==> src/rtl/counter_sweep_ctrl.sv <==
// Sweep sequencer for an external up/down counter: loads a start value, steps toward
// an end value every D+1 cycles, optionally sweeps back, then pulses done.
module counter_sweep_ctrl #(
    parameter int WIDTH = 4,
    parameter int DIV_W = 8
) (
    input  logic             clk,
    input  logic             reset,
    input  logic             cmd_valid,
    output logic             cmd_ready,
    input  logic [WIDTH-1:0] cmd_start,
    input  logic [WIDTH-1:0] cmd_end,
    input  logic [DIV_W-1:0] cmd_div,
    input  logic             cmd_bounce,
    input  logic             abort,
    output logic             ctr_set,
    output logic [WIDTH-1:0] ctr_set_value,
    output logic             ctr_enable,
    output logic             ctr_up_down,
    input  logic [WIDTH-1:0] ctr_count,
    output logic             busy,
    output logic             done,
    output logic             aborted
);

    typedef enum logic [2:0] {
        S_IDLE   = 3'd0,
        S_LOAD   = 3'd1,
        S_SETTLE = 3'd2,
        S_RUN    = 3'd3,
        S_DONE   = 3'd4
    } state_t;

    state_t           state_q, state_d;
    logic [WIDTH-1:0] start_q, start_d;
    logic [WIDTH-1:0] end_q, end_d;
    logic [DIV_W-1:0] div_q, div_d;
    logic [DIV_W-1:0] presc_q, presc_d;
    logic             bounce_q, bounce_d;
    logic             dir_q, dir_d;
    logic             phase_q, phase_d;
    logic             aborted_q, aborted_d;

    logic [WIDTH-1:0] target;
    logic             cur_dir;

    always_ff @(posedge clk) begin
        if (reset) begin
            state_q   <= S_IDLE;
            start_q   <= '0;
            end_q     <= '0;
            div_q     <= '0;
            presc_q   <= '0;
            bounce_q  <= 1'b0;
            dir_q     <= 1'b0;
            phase_q   <= 1'b0;
            aborted_q <= 1'b0;
        end else begin
            state_q   <= state_d;
            start_q   <= start_d;
            end_q     <= end_d;
            div_q     <= div_d;
            presc_q   <= presc_d;
            bounce_q  <= bounce_d;
            dir_q     <= dir_d;
            phase_q   <= phase_d;
            aborted_q <= aborted_d;
        end
    end

    // Phase 1 is the return leg of a bounce: aim back at start, opposite direction.
    assign target  = phase_q ? start_q : end_q;
    assign cur_dir = phase_q ? ~dir_q : dir_q;

    always_comb begin
        state_d       = state_q;
        start_d       = start_q;
        end_d         = end_q;
        div_d         = div_q;
        presc_d       = presc_q;
        bounce_d      = bounce_q;
        dir_d         = dir_q;
        phase_d       = phase_q;
        aborted_d     = 1'b0;
        cmd_ready     = 1'b0;
        ctr_set       = 1'b0;
        ctr_set_value = '0;
        ctr_enable    = 1'b0;
        done          = 1'b0;

        case (state_q)
            S_IDLE: begin
                cmd_ready = 1'b1;
                if (cmd_valid) begin
                    start_d  = cmd_start;
                    end_d    = cmd_end;
                    div_d    = cmd_div;
                    bounce_d = cmd_bounce;
                    dir_d    = (cmd_end > cmd_start);
                    phase_d  = 1'b0;
                    state_d  = S_LOAD;
                end
            end
            S_LOAD: begin
                ctr_set       = 1'b1;
                ctr_set_value = start_q;
                presc_d       = div_q;
                state_d       = S_SETTLE;
            end
            S_SETTLE: begin
                presc_d = div_q;
                state_d = S_RUN;
            end
            S_RUN: begin
                // Arrival is checked against the live count so D=0 cannot overshoot.
                if (ctr_count != target) begin
                    if (presc_q == '0) begin
                        ctr_enable = 1'b1;
                        presc_d    = div_q;
                    end else begin
                        presc_d = presc_q - DIV_W'(1);
                    end
                end else if (!phase_q && bounce_q && (start_q != end_q)) begin
                    phase_d = 1'b1;
                    presc_d = div_q;
                end else begin
                    state_d = S_DONE;
                end
            end
            S_DONE: begin
                done    = 1'b1;
                state_d = S_IDLE;
            end
            default: state_d = S_IDLE;
        endcase

        // A completing command is left alone; abort only cancels LOAD/SETTLE/RUN.
        if (abort && (state_q != S_IDLE) && (state_q != S_DONE)) begin
            ctr_set    = 1'b0;
            ctr_enable = 1'b0;
            state_d    = S_IDLE;
            aborted_d  = 1'b1;
        end
    end

    assign busy        = (state_q != S_IDLE);
    assign ctr_up_down = busy ? cur_dir : 1'b0;
    assign aborted     = aborted_q;

endmodule

==> config.mk <==
export PLATFORM = sky130hd
export DESIGN_NAME = counter_sweep_ctrl
export DESIGN_NICKNAME = d
export VERILOG_FILES = /design/src/rtl/counter_sweep_ctrl.sv
export SDC_FILE = /design/constraint.sdc
export NUM_CORES = 1
export LEC_CHECK = 0
export BUFFER_PORTS_ARGS = -buffer_cell sky130_fd_sc_hd__buf_2
export CAP_MARGIN = 20
export CORE_MARGIN = 4
export CORE_UTILIZATION = 28
export DETAILED_ROUTE_END_ITERATION = 8
export GPL_TIMING_DRIVEN = 1
export PLACE_DENSITY = 0.52
export SYNTH_ARGS = -nofsm -noshare
export SYNTH_HDL_FRONTEND = slang
export SYNTH_SLANG_ARGS = --single-unit
==> constraint.sdc <==
create_clock -name clk -period 3.8 [get_ports clk]
set_clock_uncertainty 0.1 [all_clocks]
set_input_delay 0.19 -clock clk [delete_from_list [all_inputs] [get_ports clk]]
set_output_delay 0.19 -clock clk [all_outputs]
set_load 0.005 [all_outputs]
==> flow_summary.json, run 1 <==
{
  "synth_ff_type": "dfxtp_1",
  "irDropWorstVdd_v": 0.000282,
  "worstPathRequired_ns": 3.84,
  "tritoncts": "done",
  "ios": 36,
  "p_leak_uw": 0.000849,
  "routed_wirelength_um": 4180,
  "fmax_ghz": 0.438,
  "finalCriticalPeriod_ns": 2.28,
  "syn-cell-area_mm2": 0.00167,
  "endpoint_kind": "register",
  "cap_viol_max_count": 0,
  "clk_pin_slew_worst_paths_ns": 0.07,
  "clockRootBuffer": "clkbuf_8",
  "p_sw_frac": 0.247,
  "synth_top_area_frac": 0.372,
  "cp.arrival_ns": 2.32,
  "firstDrtPassIters": 4,
  "finalInstanceArea_mm2": 0.00202,
  "place_hpwl_um": 3140,
  "vias": 1527,
  "post_cts_resized": 0,
  "crit_chain": "mux2i_1 -> xnor2_1 -> o41ai_2 -> buf_4 -> or4_2 -> nand3_1 -> a31oi_1",
  "rsz0062_at_grt": "false",
  "p_per_area_mw_per_mm2": 431,
  "yosysSeqAreaShare": 0.372,
  "fin_nets": 271,
  "report.final.slew_viol_count": 0,
  "hold_class": "input pin to register",
  "final_antenna_net_count": 0,
  "cpPeakStageDelay_ns": 0.60,
  "antenna_cells": 0,
  "crit_path_start_kind": "register",
  "relSlewSlack": 0.564,
  "fin_setup_tns_ns": 0,
  "drc_errors": 0,
  "drive_gt1_frac": 0.216,
  "hold_viol": 0,
  "tightest_slew_ns": 0.654,
  "cts_hold_buf": 0,
  "routabilityCongestion": 0.815,
  "yosysWarningCount": 0,
  "grt_antenna_before_repair": 0,
  "wire_per_inst_um": 13.4,
  "critical-path-slowest-cell": "or4_2",
  "synthToLayoutAreaGrowth_pct": 21.3,
  "synth_edf_count": 0,
  "clockPowerShare": 0.444,
  "dpl_cell_area_mm2": 0.00189,
  "synthTopCellsByArea": "dfxtp_1 (37%), nand2_1 (8.6%), a21oi_1 (6.9%)",
  "grt_pass1_vias": 1541,
  "grt_max_degree": 30,
  "synth_common_cells": "nand2_1 (38), dfxtp_1 (31), a21oi_1 (23)",
  "n_fill_cell": 613,
  "htreeDepth": 2,
  "path_buf_inv": 1,
  "clk_path_buf_depth": 2,
  "die-area_mm2": 0.00725,
  "cts.sinks": 31,
  "yosysTopAreaCell": "dfxtp_1",
  "die_w_um": 85.2,
  "setup_viol": 0,
  "synthCells": 206,
  "status": "completed",
  "via_per_inst": 4.88,
  "synthDistinctLibCells": 46,
  "num_rows": 27,
  "synth_nets": 237,
  "grt_first_pass_wirelength_um": 7200,
  "core_area_mm2": 0.00564,
  "cts_setup_buffers": 0,
  "p_comb_frac": 0.144,
  "intPower_uw": 655,
  "finalCritPeriodShare": 0.601,
  "grt-ovfl-total": 0,
  "worstPathMaxFanout": 12,
  "grt_usage": 0.123,
  "ff2ff_setup_slack_ns": 1.52,
  "port_buffers": 35,
  "synth_most_common_cell": "nand2_1",
  "critPathTopFamily": "simple AND/OR/NAND/NOR gates",
  "ys_ff_latch": 31,
  "cts_buffers": 5,
  "worstSetupPathType": "register to register",
  "clk_latency_ns": 0.28,
  "seq_power_share": 0.412,
  "ys_async_sr_fraction": 0,
  "die_h_um": 85.2,
  "p_sw_uw": 215,
  "syn_area_per_cell_um2": 8.09,
  "initialDrtViolationCount": 104,
  "initial_utilization": 0.295
}
==> cell families after synthesis <==
group / after synthesis / share of synthesized area
DFF: 31 / 0.372
adders and majority gates: 6 / 0.0450
buffers and inverters: 17 / 0.0480
muxes: 5 / 0.0330
and+or+nand+nor: 90 / 0.265
AOI/OAI and AO/OA: 47 / 0.184
xor gates and xnor gates: 10 / 0.0526
==> stage by stage <==
step           std cells   util  total power (µW)  hold WS (ns)  setup slack [ns]
6_report             313  0.358               871        0.0463              1.52
5_1_grt              313  0.358               919        0.0414              1.36
4_1_cts              313  0.358               884        0.0310              1.49
3_5_place_dp         305  0.335               493         0.338              1.50
3_3_place_gp         305  0.335               493         0.336              1.57
2_1_floorplan        206      -               450         0.182              1.73
==> per-layer routing <==
layer	part of all wire	GRT usage
met3	0.040	0.0330
met2	0.44	0.190
met4	0.0081	0.0345
met1	0.51	0.169
met5	0	0
==> power groups by stage <==
stage / combinational [µW] / sequential, µW / clock (µW)
5_1_grt: 145 / 362 / 412
3_5_place_dp: 127 / 366 / 0
2_1_floorplan: 89.3 / 361 / 0
6_report: 126 / 359 / 386
3_3_place_gp: 127 / 366 / 0
4_1_cts: 128 / 359 / 398
==> cell type report <==
| class | count | area [µm²] | share of cell area |
|---|---|---|---|
| multi-input combinational | 158 | 966 | 0.478 |
| sequential | 31 | 621 | 0.307 |
| clock buffer | 6 | 72.6 | 0.0359 |
| inverter | 8 | 30.0 | 0.0149 |
| tap | 72 | 90.1 | 0.0446 |
| timing repair buffer | 36 | 183 | 0.0903 |
| clock inverter | 2 | 60.1 | 0.0297 |
==> worst paths after layout <==
check                        start                 endpoint  cells after the start
max           phase_q$_SDFFE_PP0P_  presc_q[6]$_SDFFE_PP0P_                      7
min reg2reg  div_q[2]$_SDFFE_PP0P_    div_q[2]$_SDFFE_PP0P_                      2
max reg2reg   phase_q$_SDFFE_PP0P_  presc_q[6]$_SDFFE_PP0P_                      7
min                     cmd_div[6]    div_q[6]$_SDFFE_PP0P_                      3
==> sequential cells by signal, indices dropped and copies added (netlist names) <==
signal    cells
state_q       3
presc_q       8
bounce_q      1
aborted       1
dir_q         1
end_q         4
phase_q       1
start_q       4
div_q         8
==> placed cells by master, fill, tap and decap left out, types with 3 or more instances in the layout <==
cell type and instances:
nor2_1 12, xnor2_1 6, or3_1 4, dfxtp_1 31
nand4_1 4, xor2_1 4, nand3_1 8, clkbuf_8 5
buf_2 35, inv_1 8, nor2b_1 3, and2_1 6
mux2i_1 4, o211ai_1 3, a21oi_1 23, o311ai_0 3
ha_1 6, o21ai_0 3, nand2_1 38
==> tightest hold or removal path, stage by stage <==
cell     delay, ns
buf_2         0.10
nand2_1       0.04
a21oi_1       0.05
Power figures use the tool's default switching activity.
==> run 2, diff against run 1 <==
--- a/config.mk
+++ b/config.mk
@@ -5,13 +5,14 @@
 export SDC_FILE = /design/constraint.sdc
 export NUM_CORES = 1
 export LEC_CHECK = 0
+export ABC_AREA = 1
 export BUFFER_PORTS_ARGS = -buffer_cell sky130_fd_sc_hd__buf_2
 export CAP_MARGIN = 20
 export CORE_MARGIN = 4
 export CORE_UTILIZATION = 28
 export DETAILED_ROUTE_END_ITERATION = 8
 export GPL_TIMING_DRIVEN = 1
-export PLACE_DENSITY = 0.52
+export PLACE_DENSITY = 0.53
 export SYNTH_ARGS = -nofsm -noshare
 export SYNTH_HDL_FRONTEND = slang
 export SYNTH_SLANG_ARGS = --single-unit
==> constraint.sdc (replaced) <==
create_clock -name clk -period 2.1 [get_ports clk]
set_clock_uncertainty 0.1 [all_clocks]
set_input_delay 0.105 -clock clk [delete_from_list [all_inputs] [get_ports clk]]
set_output_delay 0.105 -clock clk [all_outputs]
set_load 0.005 [all_outputs]
==> run 2 against run 1 <==
Net effect: die area rose by 13%; worst hold slack got worse by 0.033 ns; synthesized area rose by 14%; setup slack got worse by 1.3 ns; combinational power rose to 9.4 times the previous value; sequential share of layout area fell by 3.6 points; power rose to 2.8 times the previous value; non-clock buffer count rose by 10; critical path depth rose by 2; clock-buffer cell count did not move.
==> flow_summary.json, run 2 <==
{
  "status": "completed",
  "yosysTopAreaCell": "dfxtp_1",
  "final_common_cell": "nand2_1",
  "hold_class": "input pin to register",
  "grt_max_degree": 21,
  "grt_antenna_before_repair": 0,
  "fin_nets": 360,
  "clk_pin_slew_worst_paths_ns": 0.07,
  "multi_input_area_mm2": 0.00107,
  "routed_wirelength_um": 4580,
  "synth_adder_area_share": 0.0395,
  "ios": 36,
  "worstPathMaxFanout": 12,
  "setup_slack_ns": 0.262,
  "wire_per_inst_um": 11.3,
  "clk_latency_ns": 0.28,
  "p_per_area_mw_per_mm2": 1070,
  "final_antenna_net_count": 0,
  "p_total_uw": 2450,
  "regArea_um2": 622,
  "synthSimpleGateAreaFrac": 0.377,
  "synthCells": 285,
  "drive_gt1_frac": 0.189,
  "layout_common_cells": "nand2_1 (74), nor2_1 (36), inv_1 (35), buf_2 (35), dfxtp_1 (30)",
  "setup_viol": 0,
  "irDropWorstVdd_v": 0.000420,
  "fin_setup_tns_ns": 0,
  "tightest_slew_ns": 0.594,
  "rsz0062_at_grt": "false",
  "synthToLayoutAreaGrowth_pct": 20.8,
  "worstSetupPathType": "register to register",
  "endpoint_kind": "register",
  "ff2ff_setup_slack_ns": 0.26,
  "n_fill_cell": 723,
  "grt-ovfl-total": 0,
  "finalCoreUtilization": 0.355,
  "via_per_inst": 4.53,
  "tritoncts": "done",
  "yosysSeqAreaShare": 0.327,
  "cap_viol_max_count": 0,
  "report.final.slew_viol_count": 0,
  "cts_buffers": 5,
  "die_w_um": 90.4,
  "dp_slack_ns": 0.256,
  "syn-cell-area_mm2": 0.00190,
  "grt_usage": 0.122,
  "crit_path_start_kind": "register",
  "grt_pass1_vias": 1767,
  "syn_area_per_cell_um2": 6.67,
  "fmax_ghz": 0.544,
  "cp.arrival_ns": 1.91,
  "die-area_mm2": 0.00817,
  "drc_errors": 0,
  "synth_most_common_cell": "nand2_1",
  "holdWs_ns": 0.0131,
  "synth_xor_xnor_area_share": 0.0461,
  "synth_nets": 316,
  "htreeDepth": 2,
  "initial_utilization": 0.294,
  "hold_viol": 0,
  "die_h_um": 90.4,
  "synth-compound-area-share": 0.0994,
  "relSlewSlack": 0.603,
  "num_rows": 29,
  "clockRootBuffer": "clkbuf_8",
  "antenna_cells": 0,
  "synth_top_area_frac": 0.327,
  "cts.sinks": 31,
  "synthTopCellsByArea": "dfxtp_1 (33%), nand2_1 (15%), nor2_1 (7.1%)",
  "ys_async_sr_fraction": 0,
  "worstPathRequired_ns": 2.17,
  "vias": 1833,
  "clk_path_buf_depth": 2,
  "synth_top_family_by_area": "simple AND/OR/NAND/NOR gates",
  "synth_common_cells": "nand2_1 (74), nor2_1 (36), inv_1 (35)",
  "firstDrtPassIters": 6,
  "synthDistinctLibCells": 31,
  "port_buffers": 35,
  "initialDrtViolationCount": 82,
  "p_leak_uw": 0.00117,
  "reg.largest.list": "div_q (8), presc_q (8)",
  "routabilityCongestion": 0.875,
  "yosysWarningCount": 0,
  "synth_ff_type": "dfxtp_1",
  "ys_ff_latch": 31,
  "finalCritPeriodShare": 0.875,
  "grt_first_pass_wirelength_um": 8100,
  "finalCriticalPeriod_ns": 1.84,
  "synth_edf_count": 0,
  "muxShareOfSynthArea": 0,
  "core_area_mm2": 0.00646,
  "place_hpwl_um": 3570
}
[run 2: cell count changes after synthesis, moves of 6 or more]
cell	previous run	this run
nand2_1	38	74
inv_1	8	35
o21ai_0	3	12
nor2_1	12	36
nand3_1	8	15
and2_1	6	0
[run 2: final timing paths]
kind,cells past startpoint,start,end
setup / recovery,9,state_q[0]$_SDFFE_PP0P_,presc_q[1]$_SDFFE_PP0P_
hold / removal,3,cmd_bounce,bounce_q$_SDFFE_PP0P_
setup reg to reg,9,state_q[0]$_SDFFE_PP0P_,presc_q[1]$_SDFFE_PP0P_
hold reg to reg,2,bounce_q$_SDFFE_PP0P_,bounce_q$_SDFFE_PP0P_
[run 2: routing by layer]
| layer | vias to the layer above | GRT usage | part of all wire |
|---|---|---|---|
| met5 | - | 0 | 0 |
| met4 | 0 | 0.0523 | 0.016 |
| met3 | 5 | 0.0342 | 0.036 |
| met2 | 28 | 0.188 | 0.43 |
| met1 | 808 | 0.158 | 0.51 |
| li1 | 992 | - | - |
[run 2: kinds of logic after synthesis]
family | count (synthesis)
AOI/OAI and AO/OA | 36
DFF | 31
xor gates and xnor gates | 10
adders and majority gates | 6
and+or+nand+nor | 153
buffers and inverters | 49
[run 2: where the power goes]
group / internal [µW] / switching (µW) / total (µW)
clock network: 221 / 208 / 429
registers: 731 / 102 / 832
logic: 458 / 736 / 1190
total: 1410 / 1050 / 2450
[run 2: per-stage QoR]
stage	area (µm²)	instances
floorplan	1900	285
global placement	2130	390
detailed placement	2130	390
CTS	2290	405
global route	2300	405
finish	2300	405
[run 2: critical path, stage by stage, from the launching register on]
cell	delay (ns)
dfxtp_1	0.37
nand2_1	0.07
inv_1	0.07
nand2_1	0.12
nor3_1	0.15
nand2_1	0.32
nand3_4	0.21
clkinv_2	0.14
nor2_1	0.13
nor2_1	0.05
[run 2: layout make-up]
type / instances / area share
flip-flops and latches: 31 / 0.271
repair buffers: 46 / 0.122
well taps: 77 / 0.0420
multi-input cells: 205 / 0.465
inverters: 40 / 0.0681
clock buffers: 6 / 0.0316
[run 2: timing repair]
action | CTS | global route
hold buffers | 9 | 0
resized for setup | 0 | 1
endpoints found under the setup margin | 0 | 1
setup buffers | 0 | 0
endpoints found under the hold margin | 9 | 0
==> run 3, diff against run 2 <==
--- a/config.mk
+++ b/config.mk
@@ -6,13 +6,14 @@
 export NUM_CORES = 1
 export LEC_CHECK = 0
 export ABC_AREA = 1
-export BUFFER_PORTS_ARGS = -buffer_cell sky130_fd_sc_hd__buf_2
 export CAP_MARGIN = 20
 export CORE_MARGIN = 4
 export CORE_UTILIZATION = 28
+export CTS_CLUSTER_DIAMETER = 200
 export DETAILED_ROUTE_END_ITERATION = 8
+export DONT_BUFFER_PORTS = 1
 export GPL_TIMING_DRIVEN = 1
-export PLACE_DENSITY = 0.53
+export PLACE_DENSITY = 0.48
 export SYNTH_ARGS = -nofsm -noshare
 export SYNTH_HDL_FRONTEND = slang
 export SYNTH_SLANG_ARGS = --single-unit
==> run 3 against run 2 <==
Net effect: fmax fell by 1.3%; register-to-register slack barely moved; critical path depth rose by 1; largest cell class unchanged; via count fell by 3.8%; highest routed layer unchanged; largest power group unchanged.
==> flow_summary.json, run 3 (synthesis gave the netlist of run 2 again) <==
{
  "worstSetupPathType": "register to output pin",
  "final_common_cell": "nand2_1",
  "core_area_mm2": 0.00646,
  "status": "completed",
  "p_leak_uw": 0.00108,
  "die_w_um": 90.4,
  "finalCriticalPeriod_ns": 1.86,
  "initial_utilization": 0.294,
  "clk_path_buf_depth": 2,
  "clockRootBuffer": "clkbuf_8",
  "fin_setup_tns_ns": 0,
  "tightest_slew_ns": 0.592,
  "cts_setup_buffers": 0,
  "post_cts_resized": 0,
  "cts_hold_buf": 20,
  "routabilityCongestion": 0.919,
  "num_rows": 29,
  "firstDrtPassIters": 4,
  "ios": 36,
  "grt_max_degree": 27,
  "drc_errors": 0,
  "tritoncts": "done",
  "cts_buffers": 5,
  "wire_per_inst_um": 12.7,
  "cap_viol_max_count": 0,
  "via_per_inst": 4.62,
  "grt_pass1_vias": 1718,
  "final_antenna_net_count": 0,
  "fmax_ghz": 0.537,
  "initialDrtViolationCount": 87,
  "port_buffers": 0,
  "htreeDepth": 2,
  "synthToLayoutAreaGrowth_pct": 18.4,
  "grt_first_pass_wirelength_um": 8270,
  "antenna_cells": 0,
  "grt_antenna_before_repair": 0,
  "clk_pin_slew_worst_paths_ns": 0.07,
  "fin_nets": 335,
  "hold_viol": 0,
  "grt_usage": 0.127,
  "n_fill_cell": 722,
  "rsz0062_at_grt": "false",
  "cp.arrival_ns": 1.66,
  "vias": 1763,
  "worstPathRequired_ns": 1.89,
  "endpoint_kind": "output pin",
  "worstPathMaxFanout": 13,
  "reg.largest.list": "div_q (8), presc_q (8)",
  "report.final.slew_viol_count": 0,
  "drive_gt1_frac": 0.0885,
  "clk_latency_ns": 0.29,
  "hold_class": "input pin to register",
  "p_per_area_mw_per_mm2": 1120,
  "die_h_um": 90.4,
  "cts.sinks": 31,
  "relSlewSlack": 0.605,
  "die-area_mm2": 0.00817,
  "setup_viol": 0,
  "routed_wirelength_um": 4860,
  "finalCoreUtilization": 0.348,
  "irDropWorstVdd_v": 0.000459,
  "place_hpwl_um": 3630,
  "p_total_uw": 2520,
  "grt-ovfl-total": 0,
  "finalCritPeriodShare": 0.887,
  "layout_common_cells": "nand2_1 (74), nor2_1 (36), inv_1 (35)",
  "crit_path_start_kind": "register"
}
## run 3: cell count changes in the layout (fill, tap and decap cells not counted), sizes merged
cell         delta
clkbuf          +2
dlygate4sd3    +11
buf            -36
## run 3: power by group
part | switching (µW) | total, µW | internal, µW
clock network | 220 | 519 | 299
logic | 736 | 1160 | 429
registers | 105 | 835 | 729
## run 3: final timing paths
path,to,from,slack [ns],cells after the start
hold / removal,state_q[0]$_SDFFE_PP0P_,cmd_valid,0.02,4
setup reg to reg,presc_q[4]$_SDFFE_PP0P_,state_q[0]$_SDFFE_PP0P_,0.25,9
hold reg to reg,bounce_q$_SDFFE_PP0P_,bounce_q$_SDFFE_PP0P_,0.36,2
setup / recovery,ctr_enable,phase_q$_SDFFE_PP0P_,0.24,10
## run 3: worst max-delay path, cell delays in order, from the launching register on
cell     delay, ns
dfxtp_1       0.55
inv_6         0.09
nand2_2       0.08
nand2_1       0.05
nand2_1       0.05
nand2_1       0.04
nand2_1       0.07
inv_2         0.06
nand2_8       0.10
nand2_8       0.10
nor2_1        0.18
## run 3: routing by layer
metal / track usage / routed length (µm)
met3: 0.0383 / 242
met4: 0.0485 / 69
met5: 0 / 0
met2: 0.190 / 2150
met1: 0.171 / 2400
## run 3: area by class of cell
type                            instances  area, µm²  area share
Inverter                               40        156      0.0695
Clock buffer                            8        100      0.0445
Tap cell                               77       96.3      0.0428
Multi-Input combinational cell        205       1070       0.475
Sequential cell                        31        621       0.276
Timing Repair Buffer                   21        208      0.0923
## run 3: metrics by stage
step	hold slack, ns	instances	instance area, µm²	setup WS, ns
6_report	0.0190	382	2250	0.237
5_1_grt	0.0247	382	2250	0.0220
4_1_cts	0.0138	382	2250	0.186
3_5_place_dp	0.0774	354	1950	0.212
3_3_place_gp	0.0753	354	1950	0.191
2_1_floorplan	0.141	285	1900	0.605
